==> config.mk <==
export PLATFORM = sky130hd
export DESIGN_NAME = mult_initiator
export DESIGN_NICKNAME = d
export VERILOG_FILES = /design/src/rtl/mult_initiator.sv
export SDC_FILE = /design/constraint.sdc
export NUM_CORES = 1
export LEC_CHECK = 0
export ABC_CLOCK_PERIOD_IN_PS = 5800
export BUFFER_PORTS_ARGS = -buffer_cell sky130_fd_sc_hd__buf_2
export CAP_MARGIN = 25
export CORE_MARGIN = 2
export CORE_UTILIZATION = 55
export CTS_CLUSTER_SIZE = 28
export DETAILED_ROUTE_END_ITERATION = 10
export GPL_ROUTABILITY_DRIVEN = 0
export GPL_TIMING_DRIVEN = 0
export PLACE_DENSITY = 0.87
export SKIP_LAST_GASP = 1
export SYNTH_ARGS = -nofsm -noshare
export SYNTH_HDL_FRONTEND = slang
export SYNTH_SLANG_ARGS = --single-unit
==> constraint.sdc <==
create_clock -name clk_i -period 5.8 [get_ports clk_i]
set_clock_uncertainty 0.15 [all_clocks]
set_input_delay 1.45 -clock clk_i [delete_from_list [all_inputs] [get_ports clk_i]]
set_output_delay 1.45 -clock clk_i [all_outputs]
set_load 0.03 [all_outputs]
==> src/rtl/mult_initiator.sv <==
// Transaction-level initiator for an add-shift multiplier: takes operand requests,
// issues one start pulse per request, waits for done, and returns a golden-checked product.
module mult_initiator #(
    parameter int width_p   = 8,
    parameter int timeout_p = 64,
    parameter int cnt_w_p   = 16
) (
    input  logic                   clk_i,
    input  logic                   reset_i,
    input  logic                   req_valid_i,
    output logic                   req_ready_o,
    input  logic [width_p-1:0]     req_multiplicand_i,
    input  logic [width_p-1:0]     req_multiplier_i,
    output logic                   mult_start_o,
    output logic [width_p-1:0]     mult_multiplicand_o,
    output logic [width_p-1:0]     mult_multiplier_o,
    input  logic                   mult_ready_i,
    input  logic [2*width_p-1:0]   mult_product_i,
    input  logic                   mult_done_i,
    output logic                   rsp_valid_o,
    input  logic                   rsp_ready_i,
    output logic [2*width_p-1:0]   rsp_product_o,
    output logic                   rsp_mismatch_o,
    output logic                   rsp_timeout_o,
    output logic [1:0]             err_o,
    output logic [cnt_w_p-1:0]     txn_count_o,
    output logic [cnt_w_p-1:0]     mismatch_count_o
);

    // Handshakes: a transfer happens on a rising edge where valid and ready are both 1;
    // once raised, valid and its payload stay stable until that transfer.

    localparam int pw = 2 * width_p;
    localparam int tw = $clog2(timeout_p + 1);
    localparam logic [tw-1:0] timer_max = tw'(timeout_p - 1);

    typedef enum logic [2:0] {IDLE, ISSUE, START, WAIT, RESP} state_e;
    typedef enum logic [1:0] {
        ERR_NONE, ERR_ILLEGAL_TRANSACTION, ERR_TIME_DESYNC, ERR_ILLEGAL_STATE
    } errnos_e;

    state_e             state;
    logic [tw-1:0]      timer;
    logic [width_p-1:0] a_q;
    logic [width_p-1:0] b_q;
    logic [pw-1:0]      golden;
    errnos_e            err_event;

    assign mult_multiplicand_o = a_q;
    assign mult_multiplier_o   = b_q;
    assign golden              = pw'(a_q) * pw'(b_q);

    // The first WAIT cycle (timer == 0) may still see the multiplier's ready from before start.
    always_comb begin
        err_event = ERR_NONE;
        if (mult_done_i && state != WAIT)
            err_event = ERR_ILLEGAL_TRANSACTION;
        else if (state == WAIT && mult_ready_i && timer != '0)
            err_event = ERR_ILLEGAL_STATE;
        else if (state == WAIT && !mult_done_i && timer == timer_max)
            err_event = ERR_TIME_DESYNC;
    end

    always_ff @(posedge clk_i) begin
        if (reset_i) begin
            state            <= IDLE;
            timer            <= '0;
            a_q              <= '0;
            b_q              <= '0;
            req_ready_o      <= 1'b1;
            mult_start_o     <= 1'b0;
            rsp_valid_o      <= 1'b0;
            rsp_product_o    <= '0;
            rsp_mismatch_o   <= 1'b0;
            rsp_timeout_o    <= 1'b0;
            err_o            <= ERR_NONE;
            txn_count_o      <= '0;
            mismatch_count_o <= '0;
        end else begin
            if (err_o == ERR_NONE)
                err_o <= err_event;
            mult_start_o <= 1'b0;
            case (state)
                IDLE: begin
                    if (req_valid_i) begin
                        a_q         <= req_multiplicand_i;
                        b_q         <= req_multiplier_i;
                        req_ready_o <= 1'b0;
                        state       <= ISSUE;
                    end
                end
                ISSUE: begin
                    if (mult_ready_i) begin
                        mult_start_o <= 1'b1;
                        state        <= START;
                    end
                end
                START: begin
                    timer <= '0;
                    state <= WAIT;
                end
                WAIT: begin
                    // done takes priority over a timeout landing in the same cycle
                    if (mult_done_i) begin
                        rsp_product_o  <= mult_product_i;
                        rsp_mismatch_o <= (mult_product_i != golden);
                        rsp_timeout_o  <= 1'b0;
                        rsp_valid_o    <= 1'b1;
                        state          <= RESP;
                    end else if (timer == timer_max) begin
                        rsp_product_o  <= '0;
                        rsp_mismatch_o <= 1'b0;
                        rsp_timeout_o  <= 1'b1;
                        rsp_valid_o    <= 1'b1;
                        state          <= RESP;
                    end else begin
                        timer <= timer + tw'(1);
                    end
                end
                RESP: begin
                    if (rsp_ready_i) begin
                        rsp_valid_o <= 1'b0;
                        req_ready_o <= 1'b1;
                        if (txn_count_o != '1)
                            txn_count_o <= txn_count_o + cnt_w_p'(1);
                        if (rsp_mismatch_o && mismatch_count_o != '1)
                            mismatch_count_o <= mismatch_count_o + cnt_w_p'(1);
                        state <= IDLE;
                    end
                end
                default: begin
                    req_ready_o <= 1'b1;
                    state       <= IDLE;
                end
            endcase
        end
    end

endmodule
After elaboration in Yosys (flattened, before gate mapping)
Index checks and enable logic that the tools add are counted.
- bits in registers: 81
- input bits: 38
- output and inout port bits: 71
- word-level logic and storage cells: 82
- $add $sub $neg: 3
- multiply operators: 1
- equality and inequality tests: 15
- mux-type cells: 25
- bitwise gates (word level): 2
- reduce and logical (&&, ||, !) cells: 23
- operator list (kind ; count):
    16-bit by 1-bit adder with 16-bit output, second input constant ; 2
    16-bit 2-to-1 mux ; 2
    16-bit inequality test, second input constant ; 2
    8-bit by 8-bit multiplier with 16-bit output ; 1
    16-bit inequality test ; 1
    3-bit 2-to-1 mux ; 5
    3-bit one-hot mux with 5 select lines ; 1
    3-bit AND reduction ; 5
    7-bit 2-to-1 mux ; 2
    7-bit one-hot mux with 2 select lines ; 1
    2-bit inequality test, second input constant ; 5
    1-bit 2-to-1 mux ; 9
    7-bit by 1-bit adder with 7-bit output, second input constant ; 1
    7-bit by 6-bit == test with 1-bit output, second input constant ; 1
    7-bit nonzero test ; 1
    3-bit by 2-bit == test with 1-bit output, second input constant ; 2
    1-bit logical AND ; 6
    2-bit 2-to-1 mux ; 3
    3-bit by 2-bit inequality test with 1-bit output, second input constant ; 2
    2-bit nonzero test ; 3
    2-bit AND reduction ; 2
    4-bit AND reduction ; 1
    3-bit by 1-bit == test with 1-bit output, second input constant ; 1
    3-bit == test, second input constant ; 1
    8 further kinds ; 9

Longest topological paths before layout
- depth in word-level cells: 6
- mapped depth: 18
- gate-level depth less buffers: 16

Least setup slack after synthesis
OpenSTA, ideal clock, no wires.
- path kind: reg-to-reg
- start point: reg b_q[7], in the netlist mult_multiplier_o[7]
- end point: reg rsp_mismatch_o
- library setup time: 120 ps
- data arrival time: 4846 ps
- data required time: 5530 ps
- path slack: 684 ps
- cell stages (with the launch flop): 16
- path buffers: 2
- period minus slack after synthesis: 5116 ps
- cell sequence: dfxtp_1 clkbuf_1 nand2_1 fa_1 fa_1 fa_1 fa_1 inv_1 ha_1 clkbuf_1 o2111ai_1 nand3b_1 mux4_2 nor4_2 o2111ai_1 o31a_1
- longest elaborated chain between the ends: 3
- ends and longest elaborated chain (item ; line ; text):
    start: declaration ; 45 ; logic [width_p-1:0] b_q;
    start signal: assignment ; 87 ; b_q <= req_multiplier_i;
    8-bit by 8-bit multiplier with 16-bit output ; 51 ; assign golden = pw'(a_q) * pw'(b_q);
    16-bit inequality test ; 106 ; rsp_mismatch_o <= (mult_product_i != golden);
    1-bit 2-to-1 mux ; 104 ; if (mult_done_i) begin
    end signal: assignment ; 106 ;
    end: declaration ; 23 ; output logic rsp_mismatch_o,
Every way passes these cells.
A chain may end at the register's enable or synchronous reset.

Worst setup path in the final report
- start point: reg a_q[2], in the netlist mult_multiplicand_o[2]
- end point: reg rsp_mismatch_o
- longest elaborated chain between the ends: 3
- ends and longest elaborated chain (item ; line ; text):
    start: declaration ; 44 ; logic [width_p-1:0] a_q;
    start signal: assignment ; 86 ; a_q <= req_multiplicand_i;
    8-bit by 8-bit multiplier with 16-bit output ; 51 ;
    16-bit inequality test ; 106 ;
    1-bit 2-to-1 mux ; 104 ;
Every way passes these cells.

==> metrics.txt <==
status=complete, no violations; H-tree Lvls=3; Fin Hold WS=318 ps; vias in the first global route=5165; CP max stage cell=fa_1; crit-path cells=clkbuf_1 -> nand2_1 -> fa_1 -> fa_1 -> fa_1 -> fa_1 -> inv_1 -> ha_1 -> clkbuf_1 -> o2111ai_1 -> nand3b_1 -> mux4_2 -> nor4_2 -> o2111ai_1 -> o31a_1; commonest cells after routing, fill and taps aside=buf_2, nand2_1, dfxtp_1, nor2_1, inv_1; ys async rst share=0%; min Tclk post-route=between 5000 and 6000 ps; ys flop type=dfxtp_1; clk sinks=between 80 and 90; Num CTS Buffers=9; EDFF count, synth=0; commonest non-fill, non-tap cell in the layout=buf_2; Via density=roughly 5.5; largest net degree at the start of global routing=15; fin crit share=about 93%; Initial Util=between 50 and 60%; Setup Buffers After CTS=0; Leak Pwr=between 0.003 and 0.004 uW; Vias=between 5000 and 6000; die height=between 100 and 150 um; Worst-path clk slew=about 100 ps; largest stage delay on the critical path=approximately 550 ps; Crit Path Class=reg2reg; Peak Freq=185 MHz; Area after DPL=between 6000 and 7000 sq um; first-pass GRT wire length=between 20000 and 25000 um; #FFs+latches synth=slightly above 80; full die area=11200 sq um; Overflow after GRT=0; DR DRC count=0; antenna cells=0; Worst R2R Start=mult_multiplicand_o[2]$_SDFFE_PP0P_; net total in the final layout=920; clock latency on the worst-skew pair=360 ps; Crit Path Max Fanout=9; Peak VDD IR=~0.14 mV; CP startpoint=mult_multiplicand_o[2]$_SDFFE_PP0P_; Area contributors post-synth=dfxtp_1, fa_1, ha_1; synth-to-layout area growth=16.0%; Pre-Repair DR Iteration Count=5; register area share after synthesis=between 20% and 30%; DIE WIDTH=between 100 and 150 um; layout cells sized above 1=around 17%; CP endpoint kind=flip-flop; CP most frequent cell=fa_1; Worst Hold Launch=rsp_valid_o$_SDFFE_PP0P_; Worst EP required=approximately 5900 ps; CTS tree=yes; Mapped Avg Cell Area=8.32 sq um; Core Footprint=just over 10000 sq um; Tot GR Track Use=roughly a quarter; main combinational cell family by area after synthesis=simple AND/OR/NAND/NOR gates; Synthesized Nets=802; hpwl dp=approximately 11000 um; DP Cell Count=between 900 and 1000; area leader, netlist=dfxtp_1; Mapped Area=5730 sq um; worst path arrival time=~5500 ps; # setup viols final=0; Initial DRC Count=roughly 350; final hold violations=0; Pwr Density=about 200 nW/um^2; Multi-input gate area=around 3700 sq um; max-cap violation count=0; cell area after layout=between 6000 and 7000 sq um; Slew @ Worst Pin=between 700 and 800 ps; Port Buf Inserts=roughly 110; pins over their slew limit=0; Post-Route WL=~14000 um; fill cell count=just under 900; FP Rows=37; setup TNS=0 ps; post-synthesis xor/xnor area fraction=under 10%; YS warnings=0; clock tree buffer depth=2; Tot Pwr=1320 uW; io pins=109; routed len/inst=~15 um; initial antenna violation count=0; synth unique cells=between 50 and 60; multiplexer share of the synthesized area=less than 1%; CTS Root Cell=clkbuf_8; cts repair resizes=0; share of the synthesized area in the top cell type=between 20% and 30%; post-route ant nets=0; Post-Synth Simple-Gate Area=between 20% and 30%; RSZ-0062 raised after global routing=no; FF+latch area=approximately 1600 sq um; Synth Area in Adders=21.3%; hold crit path type=reg2reg; Post-Synthesis Cells=between 600 and 700; post-synthesis compound-gate area fraction=between 10% and 20%; Critical Path Start Type=flip-flop; FF-to-FF setup slack=approximately 400 ps; final cell count without fillers=roughly 950; post-cts hold buffer count=0; relative slew slack=between 50% and 60%
## path summary, 6_finish.rpt
| check | endpoint | depth (start not counted) |
|---|---|---|
| worst max register to register | rsp_mismatch_o$_SDFFE_PP0P_ | 15 |
| worst min-delay path | rsp_valid_o$_SDFFE_PP0P_ | 2 |
| worst min register to register | rsp_valid_o$_SDFFE_PP0P_ | 2 |
| worst max-delay path | rsp_mismatch_o$_SDFFE_PP0P_ | 15 |
## cells in the mapped netlist, drive strengths merged, types with 4 or more instances
library cell  number
o2111ai            4
and4               5
dfxtp             81
clkbuf            30
nand2b             4
xor2              25
nor4               8
nand3             17
xnor2             25
and2              33
or3                5
a21oi             33
o21ai             11
inv               63
a31oi              7
a22oi             16
nand2            100
nand4              9
nor2b              4
a21o               6
nor3               7
nor2              78
ha                40
fa                36
## cell type report
type,instances,area share [%]
flip-flops and latches,81,24.4
clock inverters,5,0.923
inverters,63,3.56
plain buffers,32,1.85
multi-input cells,512,56.4
well taps,136,2.56
clock buffers,11,2.28
repair buffers,107,8.06
## through the flow
step                utilization (%)  worst slack [ps]
floorplan                         -               684
global placement               62.9               445
detailed placement             62.9               443
CTS                            64.9               399
global route                   64.9              92.8
finish                         64.9               402
## report_power, final
part	leakage [uW]	internal, uW	switching, uW
clock network	0.000110	225	226
registers	0.000656	574	20.8
logic	0.00225	94.9	180
## registers in the layout (all words and copies together) (netlist names), 2 cells and up
name,count
txn_count_o,16
mult_multiplicand_o,8
err_o,2
timer,7
mult_multiplier_o,8
mismatch_count_o,16
state,3
rsp_product_o,16
## cells by family after synthesis
group / Yosys count
DFF: 81
and+or+nand+nor: 284
muxes: 3
adders and majority gates: 76
buffers and inverters: 95
AOI/OAI and AO/OA: 98
xor gates and xnor gates: 51
## worst max-delay path: cells and delay by family (launching register included)
kind | cells | cell delay (ps)
flip-flops | 1 | 350
AND/OR/NAND/NOR | 3 | 620
multiplexers | 1 | 520
buffers and inverters | 3 | 640
adder cells (fa/ha/maj) | 5 | 2400
AO/OA/AOI/OAI | 3 | 600
## layer usage
layer | global-route usage [%] | up-vias | routed length (um)
met5 | 0 | - | 0
met4 | 6.20 | 0 | 226
met3 | 5.40 | 20 | 995
met2 | 46.9 | 185 | 6850
met1 | 33.1 | 2465 | 5920
li1 | - | 2519 | -
Power figures use the tool's default switching activity.
